==> src/rtl/ahb_bridge_pkg.sv <==
// rtl/ahb_bridge_pkg.sv - shared codes, window geometry and FSM states for the AHB slave front end
package ahb_bridge_pkg;

   localparam logic [1:0] HTRANS_IDLE   = 2'b00;
   localparam logic [1:0] HTRANS_BUSY   = 2'b01;
   localparam logic [1:0] HTRANS_NONSEQ = 2'b10;
   localparam logic [1:0] HTRANS_SEQ    = 2'b11;

   localparam logic [1:0] HRESP_OKAY  = 2'b00;
   localparam logic [1:0] HRESP_ERROR = 2'b01;

   localparam logic [31:0] BRIDGE_BASE = 32'h8000_0000;
   localparam logic [32:0] REGION_SIZE = 33'h0_0400_0000;

   typedef enum logic [2:0] {
      ST_IDLE,
      ST_WDATA,
      ST_RPUSH,
      ST_RWAIT,
      ST_ERR1,
      ST_ERR2
   } state_e;

   // 33-bit compare so the window top never wraps past 4 GB
   function automatic logic in_region(input logic [31:0] addr, input logic [31:0] base,
                                      input int idx);
      logic [32:0] lo;
      lo = {1'b0, base} + REGION_SIZE * 33'(idx);
      return ({1'b0, addr} >= lo) && ({1'b0, addr} < lo + REGION_SIZE);
   endfunction

endpackage

==> src/rtl/ahb_slave_if_if.sv <==
// rtl/ahb_slave_if_if.sv - AHB-Lite bus bundle between master and the bridge slave port
interface ahb_slave_if_if;

   logic        Hwrite;
   logic        Hready_in;
   logic [1:0]  Htrans;
   logic [31:0] Haddr;
   logic [31:0] Hwdata;
   logic        Hready_out;
   logic [1:0]  Hresp;
   logic [31:0] Hrdata;

   modport master (
      output Hwrite, Hready_in, Htrans, Haddr, Hwdata,
      input  Hready_out, Hresp, Hrdata
   );

   modport slave (
      input  Hwrite, Hready_in, Htrans, Haddr, Hwdata,
      output Hready_out, Hresp, Hrdata
   );

endinterface

==> src/rtl/ahb_req_fifo.sv <==
// rtl/ahb_req_fifo.sv - request queue; a pop frees its slot for a push on the same edge
module ahb_req_fifo #(
   parameter int DEPTH = 4,
   parameter int WIDTH = 68
) (
   input  logic                     clk_i,
   input  logic                     rst_i,
   input  logic                     push_i,
   input  logic [WIDTH-1:0]         din_i,
   input  logic                     pop_i,
   output logic [WIDTH-1:0]         dout_o,
   output logic                     full_o,
   output logic                     empty_o,
   output logic [$clog2(DEPTH):0]   count_o
);

   localparam int AW = $clog2(DEPTH);
   localparam logic [AW:0] FULL_CNT = (AW+1)'(DEPTH);

   logic [WIDTH-1:0] mem_q [DEPTH];
   logic [AW-1:0]    wr_q, rd_q;
   logic [AW:0]      cnt_q;
   logic             do_push, do_pop;

   assign empty_o = (cnt_q == '0);
   assign full_o  = (cnt_q == FULL_CNT);
   assign count_o = cnt_q;
   assign dout_o  = mem_q[rd_q];
   assign do_pop  = pop_i && !empty_o;
   assign do_push = push_i && (!full_o || do_pop);

   always_ff @(posedge clk_i) begin
      if (rst_i) begin
         wr_q  <= '0;
         rd_q  <= '0;
         cnt_q <= '0;
      end else begin
         if (do_push) wr_q <= wr_q + AW'(1);
         if (do_pop)  rd_q <= rd_q + AW'(1);
         cnt_q <= cnt_q + {{AW{1'b0}}, do_push} - {{AW{1'b0}}, do_pop};
      end
   end

   always_ff @(posedge clk_i) begin
      if (do_push) mem_q[wr_q] <= din_i;
   end

endmodule

==> src/rtl/ahb_slave_if.sv <==
// rtl/ahb_slave_if.sv - AHB-Lite slave front end: decode, write-data pipelining, read stall, ERROR
module ahb_slave_if
   import ahb_bridge_pkg::*;
#(
   parameter int          DEPTH = 4,
   parameter logic [31:0] BASE  = BRIDGE_BASE,
   parameter int          NSLV  = 3
) (
   input  logic             Hclk,
   input  logic             Hresetn,
   ahb_slave_if_if.slave    ahb,
   output logic             req_valid,
   output logic             req_write,
   output logic [31:0]      req_addr,
   output logic [31:0]      req_wdata,
   output logic [NSLV-1:0]  req_sel,
   input  logic             req_ready,
   input  logic             rsp_valid,
   input  logic [31:0]      rsp_rdata
);

   localparam int EW = 32 + 1 + 32 + NSLV;
   localparam int CW = $clog2(DEPTH) + 1;

   state_e          state_q, state_d;
   logic [31:0]     addr_q, addr_d;
   logic [NSLV-1:0] sel_q, sel_d, sel_dec;
   logic [31:0]     hrdata_q, hrdata_d;
   logic            push, pop, can_push, full, empty, accept, addr_phase, hready;
   logic [1:0]      hresp;
   logic [EW-1:0]   push_data, head;
   logic [CW-1:0]   count;

   always_comb begin
      sel_dec = '0;
      for (int i = 0; i < NSLV; i++) sel_dec[i] = in_region(ahb.Haddr, BASE, i);
   end

   assign accept   = ahb.Hready_in && (ahb.Htrans == HTRANS_NONSEQ || ahb.Htrans == HTRANS_SEQ);
   assign pop      = !empty && req_ready;
   assign can_push = !full || pop;

   always_comb begin
      state_d    = state_q;
      addr_d     = addr_q;
      sel_d      = sel_q;
      hrdata_d   = hrdata_q;
      push       = 1'b0;
      push_data  = {addr_q, 1'b1, ahb.Hwdata, sel_q};
      hready     = 1'b1;
      hresp      = HRESP_OKAY;
      addr_phase = 1'b0;
      case (state_q)
         ST_IDLE:  addr_phase = 1'b1;
         ST_WDATA: begin
            hready     = can_push;
            push       = can_push;
            addr_phase = can_push;
         end
         ST_RPUSH: begin
            hready    = 1'b0;
            push      = can_push;
            push_data = {addr_q, 1'b0, 32'h0, sel_q};
            if (can_push) state_d = ST_RWAIT;
         end
         ST_RWAIT: begin
            hready = 1'b0;
            if (rsp_valid) begin
               hrdata_d = rsp_rdata;
               state_d  = ST_IDLE;
            end
         end
         ST_ERR1: begin
            hready  = 1'b0;
            hresp   = HRESP_ERROR;
            state_d = ST_ERR2;
         end
         ST_ERR2: begin
            hresp      = HRESP_ERROR;
            addr_phase = 1'b1;
         end
         default: state_d = ST_IDLE;
      endcase
      // Any cycle that completes a data phase also samples the next address phase
      if (addr_phase) begin
         state_d = ST_IDLE;
         if (accept) begin
            addr_d = ahb.Haddr;
            sel_d  = sel_dec;
            if (sel_dec == '0) state_d = ST_ERR1;
            else if (ahb.Hwrite) state_d = ST_WDATA;
            else state_d = ST_RPUSH;
         end
      end
   end

   always_ff @(posedge Hclk) begin
      if (Hresetn) begin
         state_q  <= ST_IDLE;
         addr_q   <= '0;
         sel_q    <= '0;
         hrdata_q <= '0;
      end else begin
         state_q  <= state_d;
         addr_q   <= addr_d;
         sel_q    <= sel_d;
         hrdata_q <= hrdata_d;
      end
   end

   ahb_req_fifo #(.DEPTH(DEPTH), .WIDTH(EW)) u_fifo (
      .clk_i   (Hclk),
      .rst_i   (Hresetn),
      .push_i  (push),
      .din_i   (push_data),
      .pop_i   (pop),
      .dout_o  (head),
      .full_o  (full),
      .empty_o (empty),
      .count_o (count)
   );

   count_in_range: assert property (@(posedge Hclk) disable iff (Hresetn) count <= CW'(DEPTH));

   assign ahb.Hready_out = hready;
   assign ahb.Hresp      = hresp;
   assign ahb.Hrdata     = hrdata_q;
   assign req_valid      = !empty;
   assign {req_addr, req_write, req_wdata, req_sel} = head;

endmodule

==> src/flat_wrapper.sv <==
// flat-port wrapper written by rule: the top's interface ports become plain ports
module ahb_slave_if_flat import ahb_bridge_pkg::*;
#(
   parameter int          DEPTH = 4,
   parameter logic [31:0] BASE  = BRIDGE_BASE,
   parameter int          NSLV  = 3
)
  (Hclk, Hresetn, req_valid, req_write, req_addr, req_wdata, req_sel, req_ready, rsp_valid, rsp_rdata, ahb_Hwrite, ahb_Hready_in, ahb_Htrans, ahb_Haddr, ahb_Hwdata, ahb_Hready_out, ahb_Hresp, ahb_Hrdata);
  ahb_slave_if_if ahb_i ();
  input  logic Hclk;
  input  logic Hresetn;
  output logic req_valid;
  output logic req_write;
  output logic [31:0] req_addr;
  output logic [31:0] req_wdata;
  output logic [NSLV-1:0] req_sel;
  input  logic req_ready;
  input  logic rsp_valid;
  input  logic [31:0] rsp_rdata;
  input wire logic [$bits(ahb_i.Hwrite)-1:0] ahb_Hwrite;
  input wire logic [$bits(ahb_i.Hready_in)-1:0] ahb_Hready_in;
  input wire logic [$bits(ahb_i.Htrans)-1:0] ahb_Htrans;
  input wire logic [$bits(ahb_i.Haddr)-1:0] ahb_Haddr;
  input wire logic [$bits(ahb_i.Hwdata)-1:0] ahb_Hwdata;
  output wire logic [$bits(ahb_i.Hready_out)-1:0] ahb_Hready_out;
  output wire logic [$bits(ahb_i.Hresp)-1:0] ahb_Hresp;
  output wire logic [$bits(ahb_i.Hrdata)-1:0] ahb_Hrdata;
  assign ahb_i.Hwrite = ahb_Hwrite;
  assign ahb_i.Hready_in = ahb_Hready_in;
  assign ahb_i.Htrans = ahb_Htrans;
  assign ahb_i.Haddr = ahb_Haddr;
  assign ahb_i.Hwdata = ahb_Hwdata;
  assign ahb_Hready_out = ahb_i.Hready_out;
  assign ahb_Hresp = ahb_i.Hresp;
  assign ahb_Hrdata = ahb_i.Hrdata;
  ahb_slave_if #(.DEPTH(DEPTH), .BASE(BASE), .NSLV(NSLV)) u_core (.Hclk(Hclk), .Hresetn(Hresetn), .ahb(ahb_i), .req_valid(req_valid), .req_write(req_write), .req_addr(req_addr), .req_wdata(req_wdata), .req_sel(req_sel), .req_ready(req_ready), .rsp_valid(rsp_valid), .rsp_rdata(rsp_rdata));
endmodule
==> config.mk <==
export PLATFORM = sky130hd
export DESIGN_NAME = ahb_slave_if_flat
export DESIGN_NICKNAME = d
export VERILOG_FILES = /design/src/rtl/ahb_bridge_pkg.sv /design/src/rtl/ahb_slave_if_if.sv /design/src/rtl/ahb_req_fifo.sv /design/src/rtl/ahb_slave_if.sv /design/src/flat_wrapper.sv
export SDC_FILE = /design/constraint.sdc
export NUM_CORES = 1
export LEC_CHECK = 0
export CAP_MARGIN = 30
export CORE_MARGIN = 2
export CORE_UTILIZATION = 48
export DETAILED_ROUTE_END_ITERATION = 10
export PLACE_DENSITY = 0.84
export SLEW_MARGIN = 20
export SYNTH_ARGS = -nofsm -noshare
export SYNTH_HDL_FRONTEND = slang
export SYNTH_HIERARCHICAL = 1
export SYNTH_SLANG_ARGS = --single-unit
==> constraint.sdc <==
create_clock -name Hclk -period 4.25 [get_ports Hclk]
set_clock_uncertainty 0.2 [all_clocks]
set_input_delay 1.0625 -clock Hclk [delete_from_list [all_inputs] [get_ports Hclk]]
set_output_delay 1.0625 -clock Hclk [all_outputs]
set_load 0.02 [all_outputs]
# Yosys cells after proc, flatten, opt, wreduce, memory -nomap -nowiden
# Memory sizes are Yosys's and may differ from the RTL's. A register that Yosys moved wholly into a read port is not among the register bits.
# Cells that the tools add are included.
# word_totals
reg_bits	77
latchBits	0
mem_bits_rw	272
rom_bits	0
in_bits	104
out_inout_bits	104
elab_cells	68
memories	1
# classes
addsub	4
multipliers	0
div	0
order_cmp	6
n_eq_ne	11
shifts	0
n_mux	16
bitwise	0
n_reduce_logical	23
# memory_table
name	depth	word_bits	rd	rd_clocked_by_memory_dff	write_ports	line	text
u_core.u_fifo.mem_q	4	68	1	1	1	ahb_req_fifo.sv:20	logic [WIDTH-1:0] mem_q [DEPTH];
# ops
op	n
greater-or-equal comparator 32 bit, second input constant	3
less-than comparator 32 bit, second input constant	3
two-way mux 36 bit	1
two-way mux 3 bit	5
one-hot mux 3 bit (4 select lines)	1
== test 3 bit, second input constant	3
zero test 3 bit	3
logical AND 1 bit	7
== test 3 x 2 -> 1 bit, second input constant	2
two-way mux 2 bit	3
OR reduction 2 bit	3
OR reduction 3 bit	2
adder 2 x 1 -> 2 bit, second input constant	2
== test 2 bit, second input constant	2
two-way mux 1 bit	4
one-hot mux 1 bit (2 select lines)	2
AND reduction 2 bit	2
adder 3 x 1 -> 3 bit	1
== test 3 x 1 -> 1 bit, second input constant	1
logical OR 1 bit	3
!= test 3 x 1 -> 1 bit, second input constant	1
!= test 3 x 2 -> 1 bit, second input constant	1
AND reduction 3 bit	1
subtractor 3 x 1 -> 3 bit	1
2 further kinds	3

# Longest topological paths before layout
# Gate-level depths: netlist of run 1.
# logic_depth
word_depth	8
mapped_depth	11
mapped_depth_nobuf	11

# Cells and area by module
# The synthesis of run 1 kept the hierarchy.
# modules_own_cells
module	instances	cells_per_inst	area_each_um2
ahb_req_fifo	1	403	10307.4
ahb_slave_if	1	373	2914.0

# Worst setup path before layout of run 1
# Ideal clock, no wire load.
# synth_timing
kind	input -> register
from	input req_ready
to	memory u_core.u_fifo.mem_q[2][0], enable pin
setup_time_ns	0.433
arrival_ns	3.432
setup_slack_ns	0.185
path_stages	5
cell_sequence	nand2b_1 and2_1 nor3_1 a21boi_2 and2_1
# synth_via
elab_chain_len	6
elab_cells_between_ends	8
# synth_lines
element	line	text
start, declared	flat_wrapper.sv:17	input logic req_ready;
logical AND 1 bit	ahb_slave_if.sv:40	assign pop = !empty && req_ready;
logical OR 1 bit	ahb_slave_if.sv:41	assign can_push = !full || pop;
two-way mux 1 bit	ahb_slave_if.sv:53	case (state_q)
via u_core.push	ahb_slave_if.sv:29	logic push, pop, can_push, full, empty, accept, addr_phase, hready;
logical AND 1 bit	ahb_req_fifo.sv:30	assign do_push = push_i && (!full_o || do_pop);
two-way mux 1 bit	ahb_req_fifo.sv:45	if (do_push) mem_q[wr_q] <= din_i;
two-way mux 1 bit (not written as such)	ahb_req_fifo.sv:45	
end, declared	ahb_req_fifo.sv:20	
# The timed path passes the listed nets, and every way through them passes these cells.

# Worst setup path in the final report of run 1
# layout_timing
from	input req_ready
to	output ahb_Hready_out
# layout_via
elab_chain_len	3
# layout_lines
element	line	text
logical AND 1 bit	ahb_slave_if.sv:40	
logical OR 1 bit	ahb_slave_if.sv:41	
one-hot mux 1 bit (2 select lines)	ahb_slave_if.sv:53	
end, declared	flat_wrapper.sv:25	output wire logic [$bits(ahb_i.Hready_out)-1:0] ahb_Hready_out;
# No other way between the ends.

==> flow_metrics.env, run 1 <==
export IMPL_antenna_found_initial=0
export IMPL_wl_per_cell_um=20.59
export IMPL_core_um2=27030
export IMPL_vdd_drop_max_mv=0.2874
export IMPL_die_h_um=170.0
export IMPL_cts_buffers=35
export IMPL_io_pins=208
export IMPL_seq_area_frac_synth=0.7374
export IMPL_p_leak_uw=0.005462
export IMPL_grtUsageMet3=0.05000
export IMPL_final_core_utilization=0.6265
export IMPL_cts_root_buf="clkbuf_16"
export IMPL_yosysTopAreaCellShare=0.6178
export IMPL_grt_usage=0.1929
export IMPL_clockPowerShare=0.416
export IMPL_cts_tree="built"
export IMPL_layout_nets=1102
export IMPL_slowest_stage="clkdlybuf4s50_1"
export IMPL_layout_common_cells="edfxtp_1, clkdlybuf4s50_1, dfxtp_1, a21oi_1, mux4_2"
export IMPL_grt_max_degree=48
export IMPL_via_per_inst=5.483
export IMPL_tns_ns=0
export IMPL_p_seq_frac=0.514
export IMPL_synth_largest_area_cell="edfxtp_1"
export IMPL_syn_area_um2=13220
export IMPL_io_buffers=205
export IMPL_rows=60
export IMPL_syn_avg_cell_area_um2=17.04
export IMPL_first_pass_iters=6
export IMPL_multi_input_area_um2=3181
export IMPL_cp_top_family="buffers and inverters"
export IMPL_tightest_slew_ns=0.8663
export IMPL_p_int_uw=5903
export IMPL_grt_setup_unrepaired="no"
export IMPL_wl_um=27930
export IMPL_antenna_cells=0
export IMPL_drc=0
export IMPL_place_gp_congestion=0.7237
export IMPL_timing_critical_path_buf_inv=2
export IMPL_crit_arrival_ns=2.74
export IMPL_clock_latency_ns=0.50
export IMPL_ys_ff_latch=351
export IMPL_max_freq_mhz=250.1
export IMPL_crit_required_ns=2.99
export IMPL_drtIter0Drc=603
export IMPL_syn_inst=776
export IMPL_area_delta_synth_final_pct=28.06
export IMPL_grt_pass1_wl_um=42750
export IMPL_clkSinkCount=351
export IMPL_netSwitchingPower_uw=1512
export IMPL_cts_resized=0
export IMPL_worstSetupPathType="in -> out"
export IMPL_grt_pass1_vias=7840
export IMPL_ff_latch_area_um2=9757
export IMPL_start_util=0.4892
export IMPL_hpwl_um=17330
export IMPL_grt_busiest_layer="met2"
export IMPL_start_kind="input pin"
export IMPL_drv_slew=0
export IMPL_setup_viol=0
export IMPL_async_reset_ff_frac=0
export IMPL_htree_levels=2
export IMPL_status="finished, final reports clean"
export IMPL_yosys_top_cells_area="edfxtp_1, dfxtp_1, mux4_2"
export IMPL_synth_edf_count=272
export IMPL_finalPower_uw=7415
export IMPL_mostFrequentLayoutCell="edfxtp_1"
export IMPL_overflow=0
export IMPL_postCtsSetupBuffers=0
export IMPL_dieArea_um2=28890
export IMPL_synthFlopType="edfxtp_1"
export IMPL_worstSetupEndpointType="output port"
export IMPL_power_density_nw_per_um2=438.0
export IMPL_ant_nets=0
export IMPL_syn_nets=886
export IMPL_met2_usage=0.3365
export IMPL_cts_hold_buf=0
export IMPL_grt_use_met1=0.2413
export IMPL_max_slew_margin=0.4225
export IMPL_crit_path_cell_trace="clkdlybuf4s50_1 -> nand2b_1 -> a31oi_1 -> nor2_1 -> nor2_1 -> clkdlybuf4s50_1"
export IMPL_layout_drive_gt1_share=0.1594
export IMPL_synth_warnings=6
export IMPL_path_clk_slew_ns=0.06
export IMPL_synth_cell_types=47
export IMPL_swShare=0.2039
export IMPL_fillerInstances=1900
export IMPL_min_period_ns=3.999
export IMPL_via_count=7440
export IMPL_path_max_fanout=5
export IMPL_cts_max_path_buffers=3
export IMPL_finalHoldViolCount=0
export IMPL_cap_violations=0
export IMPL_dieWidth_um=170.0
export IMPL_period_share=0.9409
export IMPL_hp_class="reg -> reg"
export IMPL_power_frac_comb=0.070
export IMPL_slowest_delay_ns=0.64
[synthesized netlist by cell type (2+ instances only)]
| library cell | n |
|---|---|
| buf_12 | 3 |
| o21ai_0 | 35 |
| nor3b_1 | 2 |
| ha_1 | 5 |
| and2_1 | 5 |
| nor2_1 | 11 |
| xor2_1 | 2 |
| buf_4 | 5 |
| nand2_1 | 64 |
| nand3_1 | 35 |
| clkbuf_1 | 31 |
| edfxtp_1 | 272 |
| nor2b_1 | 36 |
| buf_1 | 5 |
| a31oi_1 | 2 |
| and3_1 | 2 |
| nor3_1 | 2 |
| nand2b_1 | 3 |
| buf_6 | 2 |
| xnor2_1 | 3 |
| mux4_2 | 68 |
| inv_1 | 7 |
| dfxtp_1 | 79 |
| buf_2 | 6 |
| nand4b_1 | 2 |
| a21oi_1 | 68 |
[worst paths after layout]
kind	end	start	slack, ns	cells past startpoint
worst max-delay path	ahb_Hready_out	req_ready	0.25	6
worst min-delay path	u_core/ahb.Hrdata[10]	u_core/ahb.Hrdata[10]	0.26	2
worst max register to register	u_core/u_fifo/count_o[2]	u_core/u_fifo/count_o[1]	1.41	11
worst min register to register	u_core/ahb.Hrdata[10]	u_core/ahb.Hrdata[10]	0.26	2
[cell families after synthesis]
family / count (synthesis) / share of synthesized area
other cells: 1 / 0.0002836
flops: 351 / 0.7374
simple gates: 170 / 0.06539
fa+ha+maj: 6 / 0.006246
buf+inv: 59 / 0.02356
xor+xnor: 5 / 0.003313
mux: 70 / 0.1174
compound gates: 114 / 0.04637
[routing by layer]
layer | share of wire | vias to the layer above
li1 | - | 3417
met1 | 0.40 | 3691
met2 | 0.50 | 287
met3 | 0.079 | 45
met4 | 0.020 | 0
met5 | 0 | -
[power groups by stage]
stage | Combinational [µW] | Clock, µW | Sequential, µW
2_1_floorplan | 255 | 0 | 3880
3_3_place_gp | 510 | 0 | 3880
3_5_place_dp | 519 | 0 | 3890
4_1_cts | 523 | 3140 | 3810
5_1_grt | 550 | 3260 | 3820
6_report | 517 | 3080 | 3810
[final cells by class]
type	instances	area share
multi-input combinational	366	0.1879
tap	341	0.02520
timing repair buffer	231	0.1406
clock inverter	18	0.01138
sequential	351	0.5763
inverter	7	0.001552
clock buffer	43	0.05720
[flip-flops by register name, indices dropped and copies added (netlist names), named ones only]
| signal | flops |
|---|---|
| u_core/sel_q | 3 |
| u_core/addr_q | 32 |
| u_core/ahb.Hrdata | 32 |
| u_core/state_q | 3 |
| u_core/u_fifo/wr_q | 2 |
| u_core/u_fifo/count_o | 3 |
| u_core/u_fifo/rd_q | 2 |
| u_core/u_fifo/mem_q | 272 |
[tightest hold or removal path: cells and delay by family (launching register included)]
kind | cells | cell delay (ns)
flops | 1 | 0.30
simple gates | 1 | 0.05
compound gates | 1 | 0.05
[stage by stage]
step                      instances  cell area, µm²  setup slack, ns  hold WS (ns)
after global placement         1296           15770           0.2407        0.2403
final                          1357           16930           0.2512        0.2556
after floorplan                 776           13220           0.1847        0.2538
after CTS                      1357           16930           0.2354        0.2564
after detailed placement       1296           15770           0.2559        0.2487
after global routing           1357           16930           0.1538        0.2700
Note: power is estimated with default switching activity, not from simulation.
==> inputs of run 2 (changes only) <==
SETUP_SLACK_MARGIN = 0.15   (was default)
==> results of run 2 <==
The final DEF is identical to that of run 1; final timing and power are the same.
==> inputs of run 3 (changes only) <==
CORE_UTILIZATION = 50   (was 48)
clock period = 3.9 ns   (was 4.25 ns; I/O delays follow)
==> run 3 against run 2 <==
Non-clock buffer count increased by 1. Sequential cell count unchanged. Utilization increased by 2.2 points. Sequential power increased by 9.2%. Critical path depth decreased by 3. Worst setup slack improved by 0.098 ns. Worst hold slack got worse by 0.0032 ns. Combinational power increased by 9.3%. First-iteration DRC count decreased by 14%. Via count increased by 1.9%. Global-route usage increased by 0.76 points.
==> flow_metrics.env, run 3 (synthesis results as in run 1) <==
export IMPL_status="finished, final reports clean"
export IMPL_ant_nets=0
export IMPL_clock_latency_ns=0.51
export IMPL_crit_arrival_ns=2.38
export IMPL_grt_setup_unrepaired="no"
export IMPL_crit_required_ns=2.72
export IMPL_rr_worst_depth=12
export IMPL_p_leak_uw=0.005419
export IMPL_htree_levels=2
export IMPL_reg2reg_slack_ns=1.03
export IMPL_rows=59
export IMPL_first_pass_iters=5
export IMPL_largest_reg_flops=272
export IMPL_worstSetupPathType="reg -> out"
export IMPL_place_gp_congestion=0.7389
export IMPL_io_buffers=205
export IMPL_dieWidth_um=166.6
export IMPL_cts_tree="built"
export IMPL_antenna_cells=0
export IMPL_grt_pass1_vias=7910
export IMPL_period_share=0.9104
export IMPL_mostFrequentLayoutCell="edfxtp_1"
export IMPL_slowest_delay_ns=0.63
export IMPL_clkSinkCount=351
export IMPL_wl_um=27580
export IMPL_drc=0
export IMPL_core_um2=25980
export IMPL_path_max_fanout=23
export IMPL_die_h_um=166.6
export IMPL_start_util=0.5088
export IMPL_power_density_nw_per_um2=465.7
export IMPL_dieArea_um2=27760
export IMPL_hp_start="u_core/ahb.Hrdata[24]"
export IMPL_r2r_end="u_core/u_fifo/count_o[2]"
export IMPL_crit_path_cell_trace="buf_12 -> mux4_2 -> clkdlybuf4s50_1"
export IMPL_r2r_start="u_core/u_fifo/count_o[1]"
export IMPL_grt_pass1_wl_um=43290
export IMPL_max_freq_mhz=281.7
export IMPL_cts_root_buf="clkbuf_16"
export IMPL_layout_common_cells="edfxtp_1, clkdlybuf4s50_1, dfxtp_1, a21oi_1, mux4_2"
export IMPL_vdd_drop_max_mv=0.3492
export IMPL_slowest_stage="clkdlybuf4s50_1"
export IMPL_hold_end="u_core/ahb.Hrdata[24]"
export IMPL_finalHoldViolCount=0
export IMPL_antenna_found_initial=0
export IMPL_io_pins=208
export IMPL_cap_violations=0
export IMPL_hold_path_depth=2
export IMPL_layout_nets=1103
export IMPL_cts_hold_buf=0
export IMPL_via_count=7582
export IMPL_grt_usage=0.2005
export IMPL_layout_drive_gt1_share=0.1580
export IMPL_grt_max_degree=40
export IMPL_hold_slack_ns=0.2524
export IMPL_via_per_inst=5.600
export IMPL_timing_critical_path_buf_inv=2
export IMPL_cp_top_family="buffers and inverters"
export IMPL_drtIter0Drc=520
export IMPL_tns_ns=0
export IMPL_largest_register="u_core/u_fifo/mem_q"
export IMPL_cts_max_path_buffers=3
export IMPL_setup_viol=0
export IMPL_hpwl_um=16620
export IMPL_wl_per_cell_um=20.37
export IMPL_drv_slew=0
export IMPL_area_delta_synth_final_pct=27.44
export IMPL_path_clk_slew_ns=0.06
export IMPL_min_period_ns=3.550
export IMPL_hp_class="reg -> reg"
export IMPL_cts_buffers=35
export IMPL_start_kind="flip-flop"
export IMPL_worstSetupEndpointType="output port"
export IMPL_overflow=0
## run 3: cell type report
cell class | count | area, µm²
fillers | 1776 | 9135
well taps | 335 | 419.2
flip-flops and latches | 351 | 9757
inverters | 7 | 26.28
clock buffers | 45 | 944.7
clock inverters | 18 | 132.6
multi-input cells | 366 | 3181
repair buffers | 232 | 2390
## run 3: timing repair
item                                    CTS  global route
hold endpoints to repair                  0             0
endpoints found under the setup margin   33             1
gates cloned                              0             0
resized for setup                         0             1
setup buffers                             2             0
## run 3: per-layer routing
layer  wire length [µm]  GRT usage  part of all wire
met1              11070     0.2629              0.40
met2              13760     0.3329              0.50
met3               2050    0.04729             0.074
met4                697    0.06822             0.025
met5                  0          0                 0
## run 3: report_power, final
part	total, µW	switching (µW)	internal (µW)
Clock	3130	1340	1790
Combinational	565	272	293
Sequential	4160	42.7	4110
Total	7850	1650	6200
## run 3: worst reg2reg max path: stages, from the launching register on
cell,delay (ns)
dfxtp_1,0.46
nor3_1,0.12
nand2b_1,0.17
buf_4,0.15
and2_1,0.16
nor3_1,0.20
or2_2,0.17
a21bo_2,0.22
ha_1,0.18
fa_1,0.37
xnor2_1,0.18
xnor2_1,0.14
nor2_1,0.05
## run 3: worst max-delay path by stage
stage / endpoint / depth (start not counted) / slack (ns)
after floorplan: u_core/u_fifo/mem_q[0][0] / 5 / 0.66
final: req_addr[29] / 3 / 0.35
after global routing: req_wdata[3] / 3 / 0.28
after detailed placement: ahb_Hready_out / 6 / 0.23
after CTS: ahb_Hready_out / 6 / 0.21
after global placement: ahb_Hready_out / 6 / 0.23
## run 3: stage by stage
step | worst slack, ns | power (µW) | instance area [µm²] | util | std cells
2_1_floorplan | 0.6597 | 4499 | 13230 | - | 776
3_5_place_dp | 0.2293 | 4802 | 15760 | 0.6063 | 1289
6_report | 0.3495 | 7846 | 16850 | 0.6485 | 1354
3_3_place_gp | 0.2323 | 4786 | 15760 | 0.6063 | 1289
5_1_grt | 0.2811 | 8092 | 16850 | 0.6485 | 1354
4_1_cts | 0.2142 | 7920 | 16850 | 0.6484 | 1354
